### config.mk
export PLATFORM = sky130hd
export DESIGN_NAME = instr_loader
export DESIGN_NICKNAME = d
export VERILOG_FILES = /design/src/rtl/mips_loader_pkg.sv /design/src/rtl/byte_assembler.sv /design/src/rtl/instr_loader.sv
export SDC_FILE = /design/constraint.sdc
export NUM_CORES = 1
export LEC_CHECK = 0
export ABC_AREA = 1
export BUFFER_PORTS_ARGS = -buffer_cell sky130_fd_sc_hd__clkbuf_2
export CAP_MARGIN = 20
export CORE_MARGIN = 2
export CORE_UTILIZATION = 30
export CTS_BUF_LIST = sky130_fd_sc_hd__clkbuf_8
export DETAILED_ROUTE_END_ITERATION = 8
export HOLD_SLACK_MARGIN = 0.03
export PLACE_DENSITY_LB_ADDON = 0.15
export SETUP_SLACK_MARGIN = 0.4
export SLEW_MARGIN = 20
export SYNTH_ARGS = -nofsm -noshare
export SYNTH_HDL_FRONTEND = slang
export SYNTH_SLANG_ARGS = --single-unit
### constraint.sdc
create_clock -name i_clk -period 10.6 [get_ports i_clk]
set_clock_uncertainty 0.1 [all_clocks]
set_input_delay 2.12 -clock i_clk [delete_from_list [all_inputs] [get_ports i_clk]]
set_output_delay 2.12 -clock i_clk [all_outputs]
set_load 0.02 [all_outputs]
### src/rtl/mips_loader_pkg.sv
// Shared definitions for the program loader: FSM state encodings, the default
// end-of-program marker and the byte packing factor.
package mips_loader_pkg;

  typedef enum logic [2:0] {
    ST_IDLE  = 3'd0,
    ST_RECV  = 3'd1,
    ST_WRITE = 3'd2,
    ST_CHECK = 3'd3,
    ST_DONE  = 3'd4
  } state_t;

  localparam logic [31:0] HALT_WORD_DEFAULT = 32'hFFFF_FFFF;
  localparam int          BYTES_PER_WORD    = 4;

  function automatic logic is_loading(input state_t s);
    return (s == ST_RECV) || (s == ST_WRITE) || (s == ST_CHECK);
  endfunction

endpackage

### src/rtl/byte_assembler.sv
// Packs accepted bytes big-endian into a word; word_valid pulses combinationally
// with the 4th byte so the word can be registered on the same edge.
module byte_assembler
  import mips_loader_pkg::*;
#(
  parameter int BYTE_WIDTH = 8,
  parameter int DATA_WIDTH = 32
) (
  input  logic                  clk,
  input  logic                  rst,
  input  logic                  clear,
  input  logic                  accept,
  input  logic [BYTE_WIDTH-1:0] rx_byte,
  output logic [DATA_WIDTH-1:0] word,
  output logic                  word_valid
);

  localparam int HOLD_W = DATA_WIDTH - BYTE_WIDTH;

  // Only the first three bytes are stored; the 4th is taken straight from rx_byte.
  logic [HOLD_W-1:0] hold;
  logic [1:0]        cnt;

  always_ff @(posedge clk or posedge rst) begin
    if (rst) begin
      hold <= '0;
      cnt  <= '0;
    end else if (clear) begin
      hold <= '0;
      cnt  <= '0;
    end else if (accept) begin
      hold <= {hold[HOLD_W-BYTE_WIDTH-1:0], rx_byte};
      cnt  <= cnt + 2'd1;
    end
  end

  assign word_valid = accept && (cnt == 2'(BYTES_PER_WORD - 1));
  assign word       = {hold, rx_byte};

endmodule

### src/rtl/instr_loader.sv
// Program loader: packs UART bytes into instruction words and writes them to
// consecutive instruction memory addresses until HALT or the memory is full.
// Optional trailer checksum enabled by defining LOADER_CHECKSUM_EN.
module instr_loader
  import mips_loader_pkg::*;
#(
  parameter int              DATA_WIDTH = 32,
  parameter int              ADDR_WIDTH = 32,
  parameter int              MEM_DEPTH  = 2048,
  parameter int              BYTE_WIDTH = 8,
  parameter logic [DATA_WIDTH-1:0] HALT_WORD = HALT_WORD_DEFAULT
) (
  input  logic                  i_clk,
  input  logic                  i_rst,
  input  logic                  i_start,
  input  logic [BYTE_WIDTH-1:0] i_rx_data,
  input  logic                  i_rx_valid,
  output logic [ADDR_WIDTH-1:0] o_mem_addr,
  output logic [DATA_WIDTH-1:0] o_mem_data,
  output logic                  o_mem_we,
  output logic                  o_mem_en,
  output logic                  o_busy,
  output logic                  o_done,
  output logic [11:0]           o_word_count,
  output logic                  o_overflow,
  output logic                  o_chk_err
);

  state_t                state, state_nx;
  logic                  start_ok, accept, word_valid, is_halt, last_slot;
  logic [DATA_WIDTH-1:0] word;

  assign start_ok  = i_start && ((state == ST_IDLE) || (state == ST_DONE));
  assign accept    = i_rx_valid && ((state == ST_RECV) || (state == ST_WRITE));
  assign is_halt   = (o_mem_data == HALT_WORD);
  assign last_slot = (o_mem_addr == ADDR_WIDTH'(MEM_DEPTH - 1));

  byte_assembler #(
    .BYTE_WIDTH (BYTE_WIDTH),
    .DATA_WIDTH (DATA_WIDTH)
  ) u_asm (
    .clk        (i_clk),
    .rst        (i_rst),
    .clear      (start_ok),
    .accept     (accept),
    .rx_byte    (i_rx_data),
    .word       (word),
    .word_valid (word_valid)
  );

  always_ff @(posedge i_clk or posedge i_rst) begin
    if (i_rst) state <= ST_IDLE;
    else       state <= state_nx;
  end

  always_comb begin
    state_nx = state;
    case (state)
      ST_IDLE, ST_DONE: if (i_start) state_nx = ST_RECV;
      ST_RECV:          if (word_valid) state_nx = ST_WRITE;
      ST_WRITE: begin
        if (is_halt)
`ifdef LOADER_CHECKSUM_EN
          state_nx = ST_CHECK;
`else
          state_nx = ST_DONE;
`endif
        else if (last_slot) state_nx = ST_DONE;
        else                state_nx = ST_RECV;
      end
      ST_CHECK:         if (i_rx_valid) state_nx = ST_DONE;
      default:          state_nx = ST_IDLE;
    endcase
  end

  always_comb begin
    o_mem_we = 1'b0;
    o_mem_en = 1'b0;
    o_busy   = is_loading(state);
    o_done   = (state == ST_DONE);
    if (state == ST_WRITE) begin
      o_mem_we = 1'b1;
      o_mem_en = 1'b1;
    end
  end

  // o_mem_data keeps the last written word; address advances only after a write.
  always_ff @(posedge i_clk or posedge i_rst) begin
    if (i_rst) begin
      o_mem_addr   <= '0;
      o_mem_data   <= '0;
      o_word_count <= '0;
      o_overflow   <= 1'b0;
    end else begin
      if (start_ok) begin
        o_mem_addr   <= '0;
        o_word_count <= '0;
        o_overflow   <= 1'b0;
      end
      if (word_valid) o_mem_data <= word;
      if (state == ST_WRITE) begin
        o_mem_addr <= o_mem_addr + ADDR_WIDTH'(1);
        if (o_word_count != 12'(MEM_DEPTH)) o_word_count <= o_word_count + 12'd1;
        if (!is_halt && last_slot) o_overflow <= 1'b1;
      end
    end
  end

`ifdef LOADER_CHECKSUM_EN
  logic [BYTE_WIDTH-1:0] csum;

  always_ff @(posedge i_clk or posedge i_rst) begin
    if (i_rst) begin
      csum      <= '0;
      o_chk_err <= 1'b0;
    end else begin
      if (start_ok) begin
        csum      <= '0;
        o_chk_err <= 1'b0;
      end
      if (accept) csum <= csum ^ i_rx_data;
      if ((state == ST_CHECK) && i_rx_valid) o_chk_err <= (i_rx_data != csum);
    end
  end
`else
  assign o_chk_err = 1'b0;
`endif

endmodule

==> reports/qor.csv, run 1 <==
metric,value,unit
status,finished clean,
cts_sinks,106,
cts_tree,yes,
cts_setup_buffers,0,
top_usage_layer,met2,
required,8380,ps
cts_htree_levels,3,
rsz0062_at_grt,false,
yosysWarnings,0,
ys.flop_type,dfrtp_1,
n_antenna_cell,0,
drtPass1Iterations,6,
worstSetupPathType,reg -> out,
ir_drop,0.0000839,V
cts_made_buffers,9,
period_share,39.2,%
syn-instance-count,706,
swShare,42.8,%
drt_iter0_markers,227,
grt_pass1_vias,4758,
seq_area_frac_synth,48.2,%
globalplace.congestion,0.812,
finalPower,1.26,mW
syn2layout_area_growth,14.4,%
start_util,30.6,%
grtUsageTotal,15.5,%
synth_area_leaders,"dfrtp_1, nand2_1, nand3_1",
avgViaCountPerCell,4.66,
cp-end-kind,primary output,
maxSlewViolCount,0,
wirelength,14.3,mm
max_freq,240,MHz
slew-limit-headroom,35.4,%
ff2ff_setup_slack,7620,ps
hp-start,u_asm.hold[23],
period_minus_slack,4160,ps
hold_viol_final,0,
die_width,139,µm
io_pins,94,
syn_area_per_cell,7.79,µm²
vias,4772,
grt_util_met1,20.0,%
final_common_cell,nand2_1,
portBuffers,92,
tightest_slew,968,ps
drive_gt1_share,19.8,%
pwr-share-seq,45.5,%
netlist.area_leader.share,48.2,%
ant_nets,0,
power.density,201,mW/mm²
worstSetupStartpointType,flip-flop,
syn-cell-area,0.00550,mm²
p_leak,3.17,nW
row_count,49,
dp_slack,6030,ps
crit_fanout,25,
fin_tns_setup,0,ps
avgRoutedWirePerCell,14.0,µm
grt_pass1_wl,24.2,mm
p_clk_share,20.1,%
core_area,0.0180,mm²
fin_util,35.0,%
max-cap-violations,0,
power.net_switching,0.540,mW
grt_start_max_net_pins,62,
hold_buffers,0,
r2r-end,o_mem_addr[6],
synth_seq_cells,106,
synth_edf_count,0,
grtUsageMet3,2.58,%
synthesis.nets,722,
synth_async_sr_flop_share,100,%
clkSlewWorstSetupHoldPaths,110,ps
chipHeight,139,µm
worstHoldPathCells,2,
arrival,1940,ps
finalWorstSetupSlack,6440,ps
cts-root-buf,clkbuf_8,
post-route-drc-count,0,
layout_common_cells,"nand2_1, dfrtp_1, clkbuf_2, inv_1, nand3_1",
r2r-start,state[0],
hold-path-endpoint,o_mem_data[31],
setup_viol,0,
hpwl,10.5,mm
intPower,0.723,mW
met2_usage,26.3,%
clockBufferDepth,2,
hp-class,reg -> reg,
clkLatencyLatePin,390,ps
gr-total-overflow,0,
reg2reg_depth,8,
cts_repair_resize_count,0,
nets,805,
combPwrFrac,34.4,%
dieArea,0.0194,mm²
yosys.area.top_type,dfrtp_1,
antenna_found_initial,0,
post_synth_num_cell_types,35,
-- sequential cells by signal, indices dropped and copies added (netlist names) --
register and count:
o_mem_addr 32, o_mem_data 32, state 3, u_asm.cnt 2, u_asm.hold 24, o_overflow 1
o_word_count 12
-- worst max path at each step --
stage | from | endpoint | cells after the start
global placement | i_start | o_mem_addr[6] | 8
detailed placement | i_start | o_mem_addr[6] | 8
floorplan | i_rst | o_mem_addr[0] | 1
CTS | state[2] | o_mem_we | 4
global route | i_start | o_mem_addr[6] | 8
finish | state[2] | o_mem_we | 4
-- through the flow --
stage | hold slack (ps) | instance area [µm²] | cells
after floorplan | 343 | 5500 | 706
after detailed placement | 369 | 6100 | 1007
after CTS | 393 | 6290 | 1023
after global routing | 422 | 6290 | 1023
after global placement | 371 | 6100 | 1007
final | 391 | 6290 | 1023
-- critical path, cell delays in order (launching register included) --
cell	delay, ps
dfrtp_1	420
inv_2	130
nand3_4	240
inv_2	480
clkbuf_2	270
-- kinds of logic (layout without fill, tap and decap cells) --
logic type	count (synthesis)	in the layout	share of synthesized area (%)
AO/OA/AOI/OAI	88	88	9.72
XOR/XNOR	7	7	1.12
adder cells (fa/ha/maj)	4	4	0.910
buffers and inverters	117	205	9.49
flip-flops	106	106	48.2
other	1	1	0.0682
AND/OR/NAND/NOR	383	383	30.5
-- power by group through the flow --
stage	registers, mW	logic (mW)	clock network [mW]
finish	0.575	0.434	0.254
global route	0.591	0.491	0.283
floorplan	0.636	0.270	0
detailed placement	0.585	0.445	0
global placement	0.583	0.433	0
CTS	0.577	0.446	0.266
-- synthesized netlist by cell type (5+ instances only) --
cell     number
nor3_1       11
buf_6         7
nand3_1      73
dfrtp_1     106
inv_1        87
nor2_4        5
inv_2         8
nand4_1       5
xor2_1        6
nand2_1     205
o21ai_2      14
o21ai_0      46
nor2_1       66
buf_4         5
a21oi_1       8
o31ai_1       7
buf_2         9
nor2_2        5
nand2_2       6
-- routing by layer --
metal,vias up,wire [µm]
li1,2396,-
met1,2263,6540
met2,95,6990
met3,18,567
met4,0,239
met5,-,0
-- layout make-up --
cell class	count	area, µm²
Clock inverter	7	68.8
Clock buffer	9	124
Timing Repair Buffer	94	475
Sequential cell	106	2650
Tap cell	229	287
Fill cell	1902	11700
Multi-Input combinational cell	483	2320
Inverter	95	359
(Power assumes the default switching activity.)
==> run 2, diff against run 1 <==
==> constraint.sdc (replaced) <==
create_clock -name i_clk -period 3.8 [get_ports i_clk]
set_clock_uncertainty 0.1 [all_clocks]
set_input_delay 0.76 -clock i_clk [delete_from_list [all_inputs] [get_ports i_clk]]
set_output_delay 0.76 -clock i_clk [all_outputs]
set_load 0.02 [all_outputs]
==> reports/qor.csv, run 2 (synthesis gave the netlist of run 1 again) <==
metric,value,unit
power.density,563,mW/mm²
globalplace.congestion,0.828,
nFillCells,1926,
clkSlewWorstSetupHoldPaths,110,ps
ir_drop,0.000321,V
setup_viol,0,
cts_setup_buffers,0,
arrival,1890,ps
dp_slack,1300,ps
grt_pass1_vias,4716,
cts_tree,yes,
cp-end-kind,primary output,
hpwl,10.7,mm
cts_made_buffers,9,
path_delay_family,buffers and inverters,
cp.depth,4,
avgRoutedWirePerCell,14.1,µm
start_util,30.6,%
nets,808,
tightest_slew,581,ps
clkLatencyLatePin,400,ps
slew-limit-headroom,61.0,%
worstSetupPathType,reg -> out,
drtPass1Iterations,4,
drive_gt1_share,20.0,%
io_pins,94,
slowest_stage,inv_2,
pwr-share-seq,45.0,%
max-cap-violations,0,
cp_slowest_stage_delay,450,ps
clockBufferDepth,2,
die_width,139,µm
p_leak,3.20,nW
hp-class,in -> async,
top_layer_used,met4,
crit_path_frequent_cell,inv_2,
cts_htree_levels,3,
row_count,49,
reg2reg_depth,9,
grtUsageTotal,15.6,%
crit_start,state[2],
hold_buffers,0,
avgViaCountPerCell,4.57,
vias,4688,
maxSlewViolCount,0,
ant_nets,0,
chipHeight,139,µm
required,2940,ps
dieArea,0.0194,mm²
r2r-end,o_word_count[9],
wirelength,14.5,mm
hold_viol_final,0,
fin_util,35.3,%
crit_end,o_mem_en,
period_minus_slack,2750,ps
cts-root-buf,clkbuf_8,
post-route-drc-count,0,
core_area,0.0180,mm²
p_clk_share,20.7,%
grt_pass1_wl,24.4,mm
reg_top3,"o_mem_addr x32, o_mem_data x32, u_asm.hold x24",
cts_sinks,106,
r2r-start,state[1],
n_antenna_cell,0,
swShare,41.7,%
power.net_switching,1.49,mW
fin_tns_setup,0,ps
max_freq,364,MHz
intPower,2.08,mW
crit_fanout,25,
layout_common_cells,"nand2_1, dfrtp_1, clkbuf_2, inv_1, nand3_1",
portBuffers,92,
crit_buf_inv,3,
wl_met1,6.79,mm
antenna_found_initial,0,
final_common_cell,nand2_1,
cts_repair_resize_count,0,
period_share,72.3,%
ff2ff_setup_slack,1650,ps
finalWorstSetupSlack,1050,ps
cp_cell_sequence,inv_2 > nand3_4 > inv_2 > clkbuf_2,
status,finished clean,
combPwrFrac,34.3,%
gr-total-overflow,0,
worstSetupStartpointType,flip-flop,
grt_start_max_net_pins,63,
met3_length,595,µm
wl_met2,6.98,mm
drt_iter0_markers,329,
syn2layout_area_growth,15.4,%
rsz0062_at_grt,false,
[run 2: changes by cell type in the layout (fill, tap and decap cells not counted)]
cell,before,now
clkinv_4,0,1
clkinv_8,1,0
inv_4,1,0
bufinv_16,0,1
inv_6,2,1
buf_4,2,3
buf_12,0,2
[run 2: power groups by stage]
stage	logic [mW]	registers, mW	clock network (mW)
detailed placement	1.25	1.64	0
global route	1.39	1.65	0.815
global placement	1.23	1.63	0
CTS	1.25	1.61	0.775
finish	1.23	1.61	0.739
floorplan	0.755	1.77	0
[run 2: how the worst min path moves through the flow]
stage,from,to,slack [ps]
after global placement,u_asm.hold[17],o_mem_data[25],370
after floorplan,u_asm.hold[16],o_mem_data[24],340
final,i_rst,o_word_count[0],280
after CTS,u_asm.hold[22],o_mem_data[30],400
after detailed placement,u_asm.hold[22],o_mem_data[30],370
after global routing,i_rst,o_word_count[0],300
[run 2: routing by layer]
layer,GRT usage [%],up-vias
met1,20.4,2201
met4,3.35,0
met5,0,-
met2,26.3,82
li1,-,2395
met3,3.82,10
[run 2: area by class of cell]
class                   count  area (µm²)  area share [%]
clock inverters             6        75.1            1.18
inverters                  95         360            5.68
multi-input cells         483        2320            36.6
repair buffers             97         523            8.24
clock buffers               9         124            1.95
flip-flops and latches    106        2650            41.8
well taps                 229         287            4.52
[run 2: worst register-to-register path, cell delays in order (launching register included)]
cell     delay (ps)
dfrtp_1         480
nor2_2           90
inv_2            70
nor2_2           30
buf_4           200
inv_2           430
nand2_1         250
inv_2           230
nand2_1          70
a21oi_1         140
[run 2: metrics by stage]
stage / cell area (µm²) / hold slack [ps] / instances / power, mW
detailed placement: 6130 / 372 / 1009 / 2.88
finish: 6340 / 282 / 1025 / 3.57
CTS: 6320 / 397 / 1024 / 3.64
global placement: 6130 / 374 / 1009 / 2.85
global route: 6340 / 304 / 1025 / 3.85
floorplan: 5500 / 343 / 706 / 2.53
==> run 3, diff against run 2 <==
==> constraint.sdc (replaced) <==
create_clock -name i_clk -period 2.2 [get_ports i_clk]
set_clock_uncertainty 0.1 [all_clocks]
set_input_delay 0.44 -clock i_clk [delete_from_list [all_inputs] [get_ports i_clk]]
set_output_delay 0.44 -clock i_clk [all_outputs]
set_load 0.02 [all_outputs]
==> reports/qor.csv, run 3 (synthesis gave the netlist of run 1 again) <==
metric,value,unit
status,finished clean,
setup_viol,0,
tightest_slew,587,ps
vias,4918,
final_cells,1056,
nets,838,
globalplace.congestion,0.861,
period_share,83.9,%
holdWs,80.3,ps
n_antenna_cell,0,
max-cap-violations,0,
row_count,49,
clockBufferDepth,2,
cp_cell_sequence,inv_2 > buf_4 > nor2_4 > buf_8,
avgViaCountPerCell,4.66,
clkSlewWorstSetupHoldPaths,120,ps
grt_pass1_vias,4706,
ff2ff_setup_slack,480,ps
maxSlewViolCount,0,
ir_drop,0.000460,V
multiInputGateArea,0.00246,mm²
p_leak,3.42,nW
max_freq,542,MHz
portBuffers,92,
clkLatencyLatePin,400,ps
final_common_cell,nand2_1,
cts_made_buffers,9,
finalWorstSetupSlack,354,ps
grtUsageMet3,3.92,%
hold_buffers,0,
dp_cells,1013,
slew-limit-headroom,60.9,%
hpwl,10.7,mm
crit_buf_inv,3,
fin_tns_setup,0,ps
grt_util_met1,20.7,%
drt_iter0_markers,248,
die_width,139,µm
worstSetupStartpointType,flip-flop,
avgRoutedWirePerCell,14.3,µm
io_pins,94,
wirelength,15.1,mm
gr-total-overflow,0,
drive_gt1_share,26.0,%
drtPass1Iterations,4,
dieArea,0.0194,mm²
placed_area,0.00618,mm²
cp_slowest_stage_delay,420,ps
layout_common_cells,"nand2_1, dfrtp_1, clkbuf_2, inv_1, nand3_1",
dp_slack,404,ps
ant_nets,0,
cts_sinks,106,
chipHeight,139,µm
grtUsageTotal,15.9,%
finalPower,6.82,mW
grt_start_max_net_pins,107,
power.density,997,mW/mm²
crit_fanout,3,
met2_usage,27.2,%
reg2reg_depth,9,
hold_viol_final,0,
r2r-end,o_mem_addr[25],
fin_util,38.1,%
grt_pass1_wl,24.6,mm
final_area,0.00684,mm²
top_usage_layer,met2,
rsz0062_at_grt,true,
slowest_stage,dfrtp_1,
core_area,0.0180,mm²
required,1660,ps
syn2layout_area_growth,24.4,%
post-route-drc-count,0,
reg_top3,"o_mem_addr x32, o_mem_data x32, u_asm.hold x24",
path_delay_family,flip-flops,
worstSetupPathType,reg -> out,
nFillCells,1904,
cp-end-kind,primary output,
cts_tree,yes,
hp-class,in -> async,
start_util,30.6,%
cts-root-buf,clkbuf_8,
arrival,1310,ps
period_minus_slack,1850,ps
layout.area.seq,0.00266,mm²
r2r-start,state[2],
antenna_found_initial,0,
cts_htree_levels,3,
run 3: cell types whose count changed in the layout (fill, tap and decap cells not counted), moves of 4 or more:
cell and delta:
buf_4 +24, buf_6 +5, buf_8 +4, clkbuf_2 -4, dfrtp_1 -9, dfrtp_2 +9
inv_2 -4, nand2_1 -5, nor2_1 -8, nor2_4 +6
run 3: power by group:
group | internal (mW) | switching, mW
clock | 0.573 | 0.807
combinational | 0.972 | 1.69
sequential | 2.43 | 0.349
total | 3.97 | 2.84
run 3: repair_timing:
item / in CTS / in global routing
resized for setup: 20 / 47
pin swaps: 4 / 14
gates cloned: 0 / 0
hold endpoints to repair: 0 / 0
buffers inserted: 11 / 16
setup endpoints to repair: 11 / 74
run 3: final cells by class:
class	count	area share (%)
Sequential cell	106	39.0
Multi-Input combinational cell	483	36.0
Timing Repair Buffer	127	12.0
Inverter	95	5.56
Tap cell	229	4.19
Clock buffer	9	1.81
Clock inverter	7	1.46
run 3: worst max-delay path by stage:
stage / slack, ps / startpoint / endpoint / cells past startpoint
2_1_floorplan: 390 / i_rst / o_mem_addr[0] / 1
5_1_grt: 300 / state[2] / o_done / 4
3_3_place_gp: 420 / o_mem_addr[1] / o_mem_addr[28] / 10
3_5_place_dp: 400 / state[0] / o_mem_addr[23] / 9
4_1_cts: 310 / state[1] / o_done / 4
6_report: 350 / state[2] / o_done / 4
run 3: metal layers:
layer / vias to the layer above / wire length [µm]
met4: 0 / 136
met2: 96 / 7410
li1: 2465 / -
met5: - / 0
met3: 8 / 737
met1: 2349 / 6840
run 3: worst register-to-register path: stages (launching register included):
cell     delay (ps)
dfrtp_1         440
inv_2           120
nand3_4         130
buf_6           190
nor2_4          210
nand2_4          90
nor2_4          150
nand2_2          70
nor2_1           90
nor2_1           50
